<file path="config.mk">
export PLATFORM = sky130hd
export DESIGN_NAME = lsu_flat
export DESIGN_NICKNAME = d
export VERILOG_FILES = /design/src/rtl/lsu_pkg.sv /design/src/rtl/lsu_if.sv /design/src/rtl/lsu_align.sv /design/src/rtl/lsu.sv /design/src/flat_wrapper.sv
export SDC_FILE = /design/constraint.sdc
export NUM_CORES = 1
export LEC_CHECK = 0
export CAP_MARGIN = 20
export CORE_ASPECT_RATIO = 0.6
export CORE_MARGIN = 2
export CORE_UTILIZATION = 48
export CTS_BUF_LIST = sky130_fd_sc_hd__clkbuf_16
export DETAILED_ROUTE_END_ITERATION = 10
export GPL_TIMING_DRIVEN = 1
export PLACE_DENSITY = 0.85
export SKIP_LAST_GASP = 1
export SLEW_MARGIN = 20
export SYNTH_ARGS = -nofsm -noshare
export SYNTH_HDL_FRONTEND = slang
export SYNTH_SLANG_ARGS = --single-unit
</file>
<file path="constraint.sdc">
create_clock -name clk -period 5.4 [get_ports clk]
set_input_delay 1.08 -clock clk [delete_from_list [all_inputs] [get_ports clk]]
set_output_delay 1.08 -clock clk [all_outputs]
set_load 0.03 [all_outputs]
</file>
<file path="src/rtl/lsu_pkg.sv">
// lsu_pkg: shared constants and types for the load/store unit.
//   LSU_XLEN        - data/address width (only 32 supported)
//   F3_*            - RISC-V load/store funct3 width/sign codes
//   lsu_state_t     - LSU transfer FSM states
//   lsu_illegal()   - misaligned / illegal-funct3 detection
//   lsu_be()        - byte enables for a given size and byte offset
package lsu_pkg;

    localparam int LSU_XLEN = 32;

    localparam logic [2:0] F3_B  = 3'b000;
    localparam logic [2:0] F3_H  = 3'b001;
    localparam logic [2:0] F3_W  = 3'b010;
    localparam logic [2:0] F3_BU = 3'b100;
    localparam logic [2:0] F3_HU = 3'b101;

    typedef enum logic [1:0] {
        IDLE = 2'd0,
        REQ  = 2'd1,
        WAIT = 2'd2,
        DONE = 2'd3
    } lsu_state_t;

    // Unsigned variants exist only for loads; 011/110/111 are never legal.
    function automatic logic lsu_illegal(input logic we, input logic [2:0] f3,
                                         input logic [1:0] off);
        case (f3)
            F3_B:    return 1'b0;
            F3_BU:   return we;
            F3_H:    return off[0];
            F3_HU:   return we | off[0];
            F3_W:    return off != 2'b00;
            default: return 1'b1;
        endcase
    endfunction

    // funct3[1:0] encodes the access size for both signed and unsigned codes.
    function automatic logic [3:0] lsu_be(input logic [2:0] f3, input logic [1:0] off);
        case (f3[1:0])
            2'b00:   return 4'b0001 << off;
            2'b01:   return 4'b0011 << off;
            default: return 4'b1111;
        endcase
    endfunction

endpackage

</file>
<file path="src/rtl/lsu_if.sv">
// lsu_if: req/gnt/rvalid data-memory bus.
//   mem_req/we/be/addr/wdata - request side, driven by the LSU (master)
//   mem_gnt                  - request accepted by memory
//   mem_rvalid/mem_rdata     - response (read data for loads, ack for stores)
interface lsu_if;
    import lsu_pkg::*;

    logic                mem_req;
    logic                mem_we;
    logic [3:0]          mem_be;
    logic [LSU_XLEN-1:0] mem_addr;
    logic [LSU_XLEN-1:0] mem_wdata;
    logic                mem_gnt;
    logic                mem_rvalid;
    logic [LSU_XLEN-1:0] mem_rdata;

    modport master (
        output mem_req, mem_we, mem_be, mem_addr, mem_wdata,
        input  mem_gnt, mem_rvalid, mem_rdata
    );

    modport slave (
        input  mem_req, mem_we, mem_be, mem_addr, mem_wdata,
        output mem_gnt, mem_rvalid, mem_rdata
    );

endinterface

</file>
<file path="src/rtl/lsu_align.sv">
// lsu_align: combinational load extraction.
//   rdata_i  - full bus word
//   off_i    - byte offset addr[1:0]
//   funct3_i - load width/sign code
//   data_o   - addressed byte/half/word, sign- or zero-extended to XLEN
module lsu_align
    import lsu_pkg::*;
#(
    parameter int XLEN = LSU_XLEN
) (
    input  logic [XLEN-1:0] rdata_i,
    input  logic [1:0]      off_i,
    input  logic [2:0]      funct3_i,
    output logic [XLEN-1:0] data_o
);

    logic [7:0]  byte_sel;
    logic [15:0] half_sel;

    always_comb begin
        byte_sel = rdata_i[{off_i, 3'b000} +: 8];
        half_sel = rdata_i[{off_i[1], 4'b0000} +: 16];
        case (funct3_i)
            F3_B:    data_o = {{(XLEN-8){byte_sel[7]}}, byte_sel};
            F3_BU:   data_o = {{(XLEN-8){1'b0}}, byte_sel};
            F3_H:    data_o = {{(XLEN-16){half_sel[15]}}, half_sel};
            F3_HU:   data_o = {{(XLEN-16){1'b0}}, half_sel};
            default: data_o = rdata_i;
        endcase
    end

endmodule

</file>
<file path="src/rtl/lsu.sv">
// lsu: RV32I MEM-stage load/store unit.
//   clk, rst_n        - core clock, async active-low reset
//   req_*_i           - load/store request from EX/MEM
//   stall_o           - hold pipeline while a transfer is pending
//   done_o            - one-cycle completion pulse
//   load_data_o       - registered, extended load result
//   err_o             - misaligned / illegal request (IDLE only, combinational)
//   mem               - data-memory bus (master side)
module lsu
    import lsu_pkg::*;
#(
    parameter int XLEN = LSU_XLEN
) (
    input  logic            clk,
    input  logic            rst_n,
    input  logic            req_valid_i,
    input  logic            req_we_i,
    input  logic [2:0]      req_funct3_i,
    input  logic [XLEN-1:0] req_addr_i,
    input  logic [XLEN-1:0] req_wdata_i,
    output logic            stall_o,
    output logic            done_o,
    output logic [XLEN-1:0] load_data_o,
    output logic            err_o,
    lsu_if.master           mem
);

    lsu_state_t      state_q;
    logic            req_q, busy_q, done_q, we_q;
    logic [2:0]      f3_q;
    logic [1:0]      off_q;
    logic [3:0]      be_q;
    logic [XLEN-1:0] addr_q, wdata_q, ld_q;

    logic            illegal, accept;
    logic [XLEN-1:0] wdata_fmt, ld_ext;

    assign illegal = lsu_illegal(req_we_i, req_funct3_i, req_addr_i[1:0]);
    assign err_o   = (state_q == IDLE) && req_valid_i && illegal;
    assign accept  = (state_q == IDLE) && req_valid_i && !illegal;
    // busy_q covers REQ and WAIT; the IDLE term lets the stall start in the accept cycle.
    assign stall_o = accept | busy_q;

    // Replicate narrow store data across lanes; byte enables pick the live lane.
    always_comb begin
        case (req_funct3_i[1:0])
            2'b00:   wdata_fmt = {4{req_wdata_i[7:0]}};
            2'b01:   wdata_fmt = {2{req_wdata_i[15:0]}};
            default: wdata_fmt = req_wdata_i;
        endcase
    end

    lsu_align #(.XLEN(XLEN)) u_align (
        .rdata_i  (mem.mem_rdata),
        .off_i    (off_q),
        .funct3_i (f3_q),
        .data_o   (ld_ext)
    );

    always_ff @(posedge clk or negedge rst_n) begin
        if (!rst_n) begin
            state_q <= IDLE;
            req_q   <= 1'b0;
            busy_q  <= 1'b0;
            done_q  <= 1'b0;
            we_q    <= 1'b0;
            f3_q    <= 3'b000;
            off_q   <= 2'b00;
            be_q    <= 4'b0000;
            addr_q  <= '0;
            wdata_q <= '0;
            ld_q    <= '0;
        end else begin
            done_q <= 1'b0;
            case (state_q)
                IDLE: begin
                    if (accept) begin
                        we_q    <= req_we_i;
                        f3_q    <= req_funct3_i;
                        off_q   <= req_addr_i[1:0];
                        addr_q  <= {req_addr_i[XLEN-1:2], 2'b00};
                        be_q    <= lsu_be(req_funct3_i, req_addr_i[1:0]);
                        wdata_q <= wdata_fmt;
                        req_q   <= 1'b1;
                        busy_q  <= 1'b1;
                        state_q <= REQ;
                    end
                end
                REQ: begin
                    if (mem.mem_gnt) begin
                        req_q   <= 1'b0;
                        state_q <= WAIT;
                    end
                end
                WAIT: begin
                    if (mem.mem_rvalid) begin
                        if (!we_q) ld_q <= ld_ext;
                        busy_q  <= 1'b0;
                        done_q  <= 1'b1;
                        state_q <= DONE;
                    end
                end
                DONE:    state_q <= IDLE;
                default: state_q <= IDLE;
            endcase
        end
    end

    assign done_o        = done_q;
    assign load_data_o   = ld_q;
    assign mem.mem_req   = req_q;
    assign mem.mem_we    = we_q;
    assign mem.mem_be    = be_q;
    assign mem.mem_addr  = addr_q;
    assign mem.mem_wdata = wdata_q;

endmodule
</file>
<file path="src/flat_wrapper.sv">
// flat-port wrapper written by rule: the top's interface ports become plain ports
module lsu_flat import lsu_pkg::*;
#(
    parameter int XLEN = LSU_XLEN
)
  (clk, rst_n, req_valid_i, req_we_i, req_funct3_i, req_addr_i, req_wdata_i, stall_o, done_o, load_data_o, err_o, mem_mem_req, mem_mem_we, mem_mem_be, mem_mem_addr, mem_mem_wdata, mem_mem_gnt, mem_mem_rvalid, mem_mem_rdata);
  lsu_if mem_i ();
  input  logic clk;
  input  logic rst_n;
  input  logic req_valid_i;
  input  logic req_we_i;
  input  logic [2:0] req_funct3_i;
  input  logic [XLEN-1:0] req_addr_i;
  input  logic [XLEN-1:0] req_wdata_i;
  output logic stall_o;
  output logic done_o;
  output logic [XLEN-1:0] load_data_o;
  output logic err_o;
  output wire logic [$bits(mem_i.mem_req)-1:0] mem_mem_req;
  output wire logic [$bits(mem_i.mem_we)-1:0] mem_mem_we;
  output wire logic [$bits(mem_i.mem_be)-1:0] mem_mem_be;
  output wire logic [$bits(mem_i.mem_addr)-1:0] mem_mem_addr;
  output wire logic [$bits(mem_i.mem_wdata)-1:0] mem_mem_wdata;
  input wire logic [$bits(mem_i.mem_gnt)-1:0] mem_mem_gnt;
  input wire logic [$bits(mem_i.mem_rvalid)-1:0] mem_mem_rvalid;
  input wire logic [$bits(mem_i.mem_rdata)-1:0] mem_mem_rdata;
  assign mem_mem_req = mem_i.mem_req;
  assign mem_mem_we = mem_i.mem_we;
  assign mem_mem_be = mem_i.mem_be;
  assign mem_mem_addr = mem_i.mem_addr;
  assign mem_mem_wdata = mem_i.mem_wdata;
  assign mem_i.mem_gnt = mem_mem_gnt;
  assign mem_i.mem_rvalid = mem_mem_rvalid;
  assign mem_i.mem_rdata = mem_mem_rdata;
  lsu #(.XLEN(XLEN)) u_core (.clk(clk), .rst_n(rst_n), .req_valid_i(req_valid_i), .req_we_i(req_we_i), .req_funct3_i(req_funct3_i), .req_addr_i(req_addr_i), .req_wdata_i(req_wdata_i), .stall_o(stall_o), .done_o(done_o), .load_data_o(load_data_o), .err_o(err_o), .mem(mem_i));
endmodule
</file>
# Word level (Yosys, flattened, before mapping)
# Cells that the tools add are included.
totals:
  ramBits: 0
  input_bits: 105
  word_cells: 63
  mem_bits_ro: 0
  memories: 0
  ff_bits: 109
  out_inout_bits: 105
  latchBits: 0
classes:
  order_cmp: 0
  eq_ne: 14
  n_reduce_logical: 16
  add_sub_neg: 0
  n_div: 0
  n_shift: 4
  mux: 15
  multipliers: 0
  n_bitwise: 3
ops:
  columns: ["op", "n"]
  rows:
  - ["32-bit case mux with 4 select lines", 1]
  - ["32-bit case mux with 2 select lines", 1]
  - ["32-bit by 6-bit indexed part select with 16-bit output", 1]
  - ["32-bit by 6-bit indexed part select with 8-bit output", 1]
  - ["3-bit == test, second input constant", 4]
  - ["3-bit AND reduction", 4]
  - ["2-bit case mux with 4 select lines", 1]
  - ["4-bit case mux with 2 select lines", 1]
  - ["3-bit by 1-bit == test with 1-bit output, second input constant", 2]
  - ["3-bit zero test", 2]
  - ["2-bit two-way mux", 3]
  - ["2-bit nonzero test", 3]
  - ["1-bit two-way mux", 5]
  - ["1-bit case mux with 5 select lines", 1]
  - ["2-bit by 1-bit == test with 1-bit output, second input constant", 2]
  - ["2-bit == test, second input constant", 2]
  - ["2-bit zero test", 2]
  - ["2-bit != test, second input constant", 2]
  - ["1-bit case mux with 2 select lines", 2]
  - ["1-bit by 2-bit left shift with 4-bit output, first input constant", 1]
  - ["2-bit by 2-bit left shift with 4-bit output, first input constant", 1]
  - ["3-bit by 2-bit == test with 1-bit output, second input constant", 1]
  - ["1-bit logical AND", 3]
  - ["2-bit by 1-bit != test with 1-bit output, second input constant", 1]
  - ["4 further kinds", 5]

# Logic depth before layout (Yosys ltp)
logic_depth:
  ltp_word: 6
  ltp_mapped: 8
  mapped_depth_nobuf: 6

# Cells and area by module
# From an unflattened synthesis, not the netlist that was laid out.
hier_totals:
  cells_unflattened: 451
  hier_area_um2: 5318.9
by_module_without_submodules:
  columns: ["module", "seq_area_each_um2", "cells_per_inst", "instances", "area_per_inst_um2"]
  rows:
  - ["lsu", 2727.6, 342, 1, 4690.7]
  - ["lsu_align", 0.0, 109, 1, 628.1]

# Worst setup path before layout
# OpenSTA, ideal clock, no wires.
synth_timing:
  path_kind: "input port to output port"
  start: "input port req_funct3_i[0]"
  end: "output port stall_o"
  path_stages: 5
  n_path_buf: 2
  t_arrival_ns: 2.067
  required_time_ns: 4.320
  path_slack_ns: 2.253
  path_cell_list: "buf_2 nor4_4 o21bai_2 buf_6 nand2b_1"
synth_via:
  elab_chain_len: 5
  elab_cells_between_ends: 9
  cone_classes: "eq/ne: 4; mux: 1; bitwise: 1; reduce/logical: 3"
synth_lines:
  columns: ["element", "line_no", "text"]
  rows:
  - ["from (decl)", "flat_wrapper.sv:12", "input logic [2:0] req_funct3_i;"]
  - ["3-bit by 2-bit == test with 1-bit output (tied with other cells)", "lsu_pkg.sv:27", "case (f3)"]
  - ["1-bit case mux with 5 select lines (*)", "lsu_pkg.sv:27", null]
  - ["1-bit zero test (*)", "lsu.sv:40", "assign accept = (state_q == IDLE) && req_valid_i && !illegal;"]
  - ["1-bit logical AND (*)", "lsu.sv:40", null]
  - ["1-bit OR (*)", "lsu.sv:42", "assign stall_o = accept | busy_q;"]
  - ["to (decl)", "flat_wrapper.sv:15", "output logic stall_o;"]
# Mark *: on every way between the ends. The rest lies on a longest branch, timed or not.

# Worst setup path after layout
layout_timing:
  start: "input port req_addr_i[0]"
  end: "output port err_o"
layout_via:
  elab_chain_len: 3
  elab_cells_between_ends: 4
  cone_classes: "mux: 1; bitwise: 1; reduce/logical: 2"
layout_lines:
  columns: ["element", "line_no", "text"]
  rows:
  - ["from (decl)", "flat_wrapper.sv:13", "input logic [XLEN-1:0] req_addr_i;"]
  - ["2-bit nonzero test or 1-bit OR (tied branches)", "lsu_pkg.sv:32, lsu_pkg.sv:31", null]
  - ["1-bit case mux with 5 select lines (*)", "lsu_pkg.sv:27", null]
  - ["1-bit logical AND (*)", "lsu.sv:39", "assign err_o = (state_q == IDLE) && req_valid_i && illegal;"]
  - ["to (decl)", "flat_wrapper.sv:18", "output logic err_o;"]
# Marks and branches as above.

==> flow_metrics.env <==
export IMPL_status="finished, final reports clean"
export IMPL_critical_path_class="in -> out"
export IMPL_fill_cells=777
export IMPL_antenna_found_initial=0
export IMPL_wl_per_cell_um=18.2
export IMPL_cap_violations=0
export IMPL_first_pass_iters=4
export IMPL_clock_sinks=109
export IMPL_grt_start_max_net_pins=72
export IMPL_io_pins=210
export IMPL_synth_seq_area_share=0.503
export IMPL_clock_fmax_mhz=254
export IMPL_cts_tree="built"
export IMPL_worstMarginPinSlew_ps=1020
export IMPL_die_x_um=141
export IMPL_cts_resized=0
export IMPL_htreeDepth=3
export IMPL_synth_edff_count=0
export IMPL_grt_total_usage=0.245
export IMPL_fp_row_count=29
export IMPL_finalWeightedCongestion=0.899
export IMPL_fin_skew_ps=8.90
export IMPL_cts_hold_buffers=0
export IMPL_finalSetupViolations=0
export IMPL_setup_tns_ps=0
export IMPL_total_power_mw=4.86
export IMPL_cp_start_kind="primary input"
export IMPL_period_needed_ps=3940
export IMPL_grt_pass1_wl_mm=23.0
export IMPL_ant_nets=0
export IMPL_ys_seq_elements=109
export IMPL_critPathRequiredTime_ps=4320
export IMPL_slew_headroom=0.314
export IMPL_drt_initial_drc_count=305
export IMPL_cts_buffers=9
export IMPL_crit_arrival_ps=2860
export IMPL_start_util=0.503
export IMPL_vdd_drop_max_uv=364
export IMPL_core_um2=10800
export IMPL_ys_types=43
export IMPL_final_hold_viol_count=0
export IMPL_multi_input_area_um2=2470
export IMPL_vias=4350
export IMPL_clkLatencyLatePin_ps=340
export IMPL_synthFlopType="dfrtp_1"
export IMPL_reg2reg_slack_ps=2830
export IMPL_area_sequential_um2=2730
export IMPL_hold_path_class="reg -> reg"
export IMPL_areaGrowthSynthToFinish_pct=44.8
export IMPL_dpl_instance_area_um2=7530
export IMPL_routed_wl_mm=14.7
export IMPL_die_y_um=86.3
export IMPL_cp_max_fo=7
export IMPL_drive_gt1_frac=0.138
export IMPL_dpl_hpwl_mm=10.7
export IMPL_overflow=0
export IMPL_post_cts_buffers=0
export IMPL_via_per_inst=5.38
export IMPL_power_density_nw_per_um2=619
export IMPL_die_area_um2=12200
export IMPL_fin_hold_ws_ps=477
export IMPL_n_antenna_cell=0
export IMPL_nets=774
export IMPL_clk_path_buf_depth=2
export IMPL_syn_cell_area_um2=5420
export IMPL_synthCells=473
export IMPL_async_reset_ff_frac=1.00
export IMPL_ys_warn_count=0
export IMPL_drc=0
export IMPL_slew_violations=0
export IMPL_avgSynthCellArea_um2=11.5
export IMPL_io_buffers=207
export IMPL_end_kind="output pin"
export IMPL_leakage_nw=3.46
export IMPL_path_clk_slew_ps=70
export IMPL_finalInstanceArea_um2=7850
export IMPL_first_global_vias=4316
export IMPL_period_share=0.729
export IMPL_rsz0062_at_grt="no"
export IMPL_cts_root_buf="clkbuf_16"
==> synth_stat cells, drive strengths merged, types with 4 or more instances <==
library cell / instances / area share
buf: 18 / 0.026
nand2b: 10 / 0.012
o21ai: 63 / 0.065
inv: 8 / 0.0055
ha: 4 / 0.0092
nor2b: 8 / 0.0092
dfrtp: 109 / 0.50
mux2: 53 / 0.14
a21oi: 38 / 0.035
nor2: 16 / 0.012
mux2i: 33 / 0.061
clkbuf: 17 / 0.012
nand2: 45 / 0.031
nand3b: 11 / 0.015
o211ai: 16 / 0.022
==> critical path: stages <==
cell	delay, ps
clkdlybuf4s50_1	560
a221oi_2	480
nor3_1	100
clkdlybuf4s50_1	620
==> path summary, 6_finish.rpt <==
check	startpoint	endpoint	cells past startpoint
min in group asynchronous	rst_n	u_core.mem.mem_addr[5]	1
max in group asynchronous	rst_n	u_core.mem.mem_be[0]	2
hold / removal	u_core.load_data_o[5]	u_core.load_data_o[5]	2
setup / recovery	req_addr_i[0]	err_o	4
hold reg to reg	u_core.load_data_o[5]	u_core.load_data_o[5]	2
setup reg to reg	u_core.state_q[1]	u_core.f3_q[2]	7
==> cell families after synthesis <==
group | share of synthesized area
DFF | 0.503
other | 0.000692
and+or+nand+nor | 0.0905
adders and majority gates | 0.00924
muxes | 0.204
AOI/OAI and AO/OA | 0.149
buffers and inverters | 0.0432
==> layout by cell type, fill, tap and decap left out, types with 2 or more instances in the layout <==
cell type,count
a21oi_1,38
a22o_1,2
buf_4,10
bufinv_16,2
clkbuf_16,9
clkdlybuf4s50_1,205
conb_1,2
dfrtp_1,109
ha_1,4
inv_1,8
mux2_1,3
mux2_2,10
mux2_4,40
mux2i_1,33
nand2_1,45
nand2b_1,10
nand3b_1,11
nor2_1,15
nor2b_1,8
nor3_1,2
o211ai_1,16
o21ai_0,52
o21ai_2,10
o22ai_1,2
o31a_1,2
==> metal layers <==
metal	vias up	wire length, µm	global-route usage
met2	199	6660	0.376
met4	0	197	0.0627
met5	-	0	0
met3	19	1270	0.0746
li1	2055	-	-
met1	2077	6620	0.343
==> final cells by class <==
class | instances | share of cell area
multi-input cells | 322 | 0.315
repair buffers | 215 | 0.271
clock buffers | 9 | 0.0287
flip-flops and latches | 109 | 0.348
clock inverters | 6 | 0.0123
inverters | 8 | 0.00383
well taps | 139 | 0.0222
==> where the power goes <==
group          total, mW  switching (mW)  internal [mW]
clock network      0.711           0.301          0.410
logic               2.63            1.43           1.20
registers           1.52           0.298           1.22
==> flip-flops by register name (all words and copies together), names as in the netlist <==
| signal | flops |
|---|---|
| u_core.load_data_o | 32 |
| u_core.mem.mem_wdata | 32 |
| u_core.mem.mem_addr | 30 |
| u_core.mem.mem_be | 4 |
| u_core.f3_q | 3 |
| u_core.off_q | 2 |
| u_core.state_q | 2 |
| u_core.busy_q | 1 |
| u_core.done_o | 1 |
| u_core.mem.mem_req | 1 |
| u_core.mem.mem_we | 1 |
==> per-stage QoR <==
stage	setup slack (ps)	util	std cells
2_1_floorplan	2250	-	474
3_3_place_gp	1510	0.698	793
3_5_place_dp	1460	0.698	793
4_1_cts	1460	0.728	808
5_1_grt	1390	0.728	808
6_report	1460	0.728	808
Note: power is estimated with default switching activity, not from simulation.
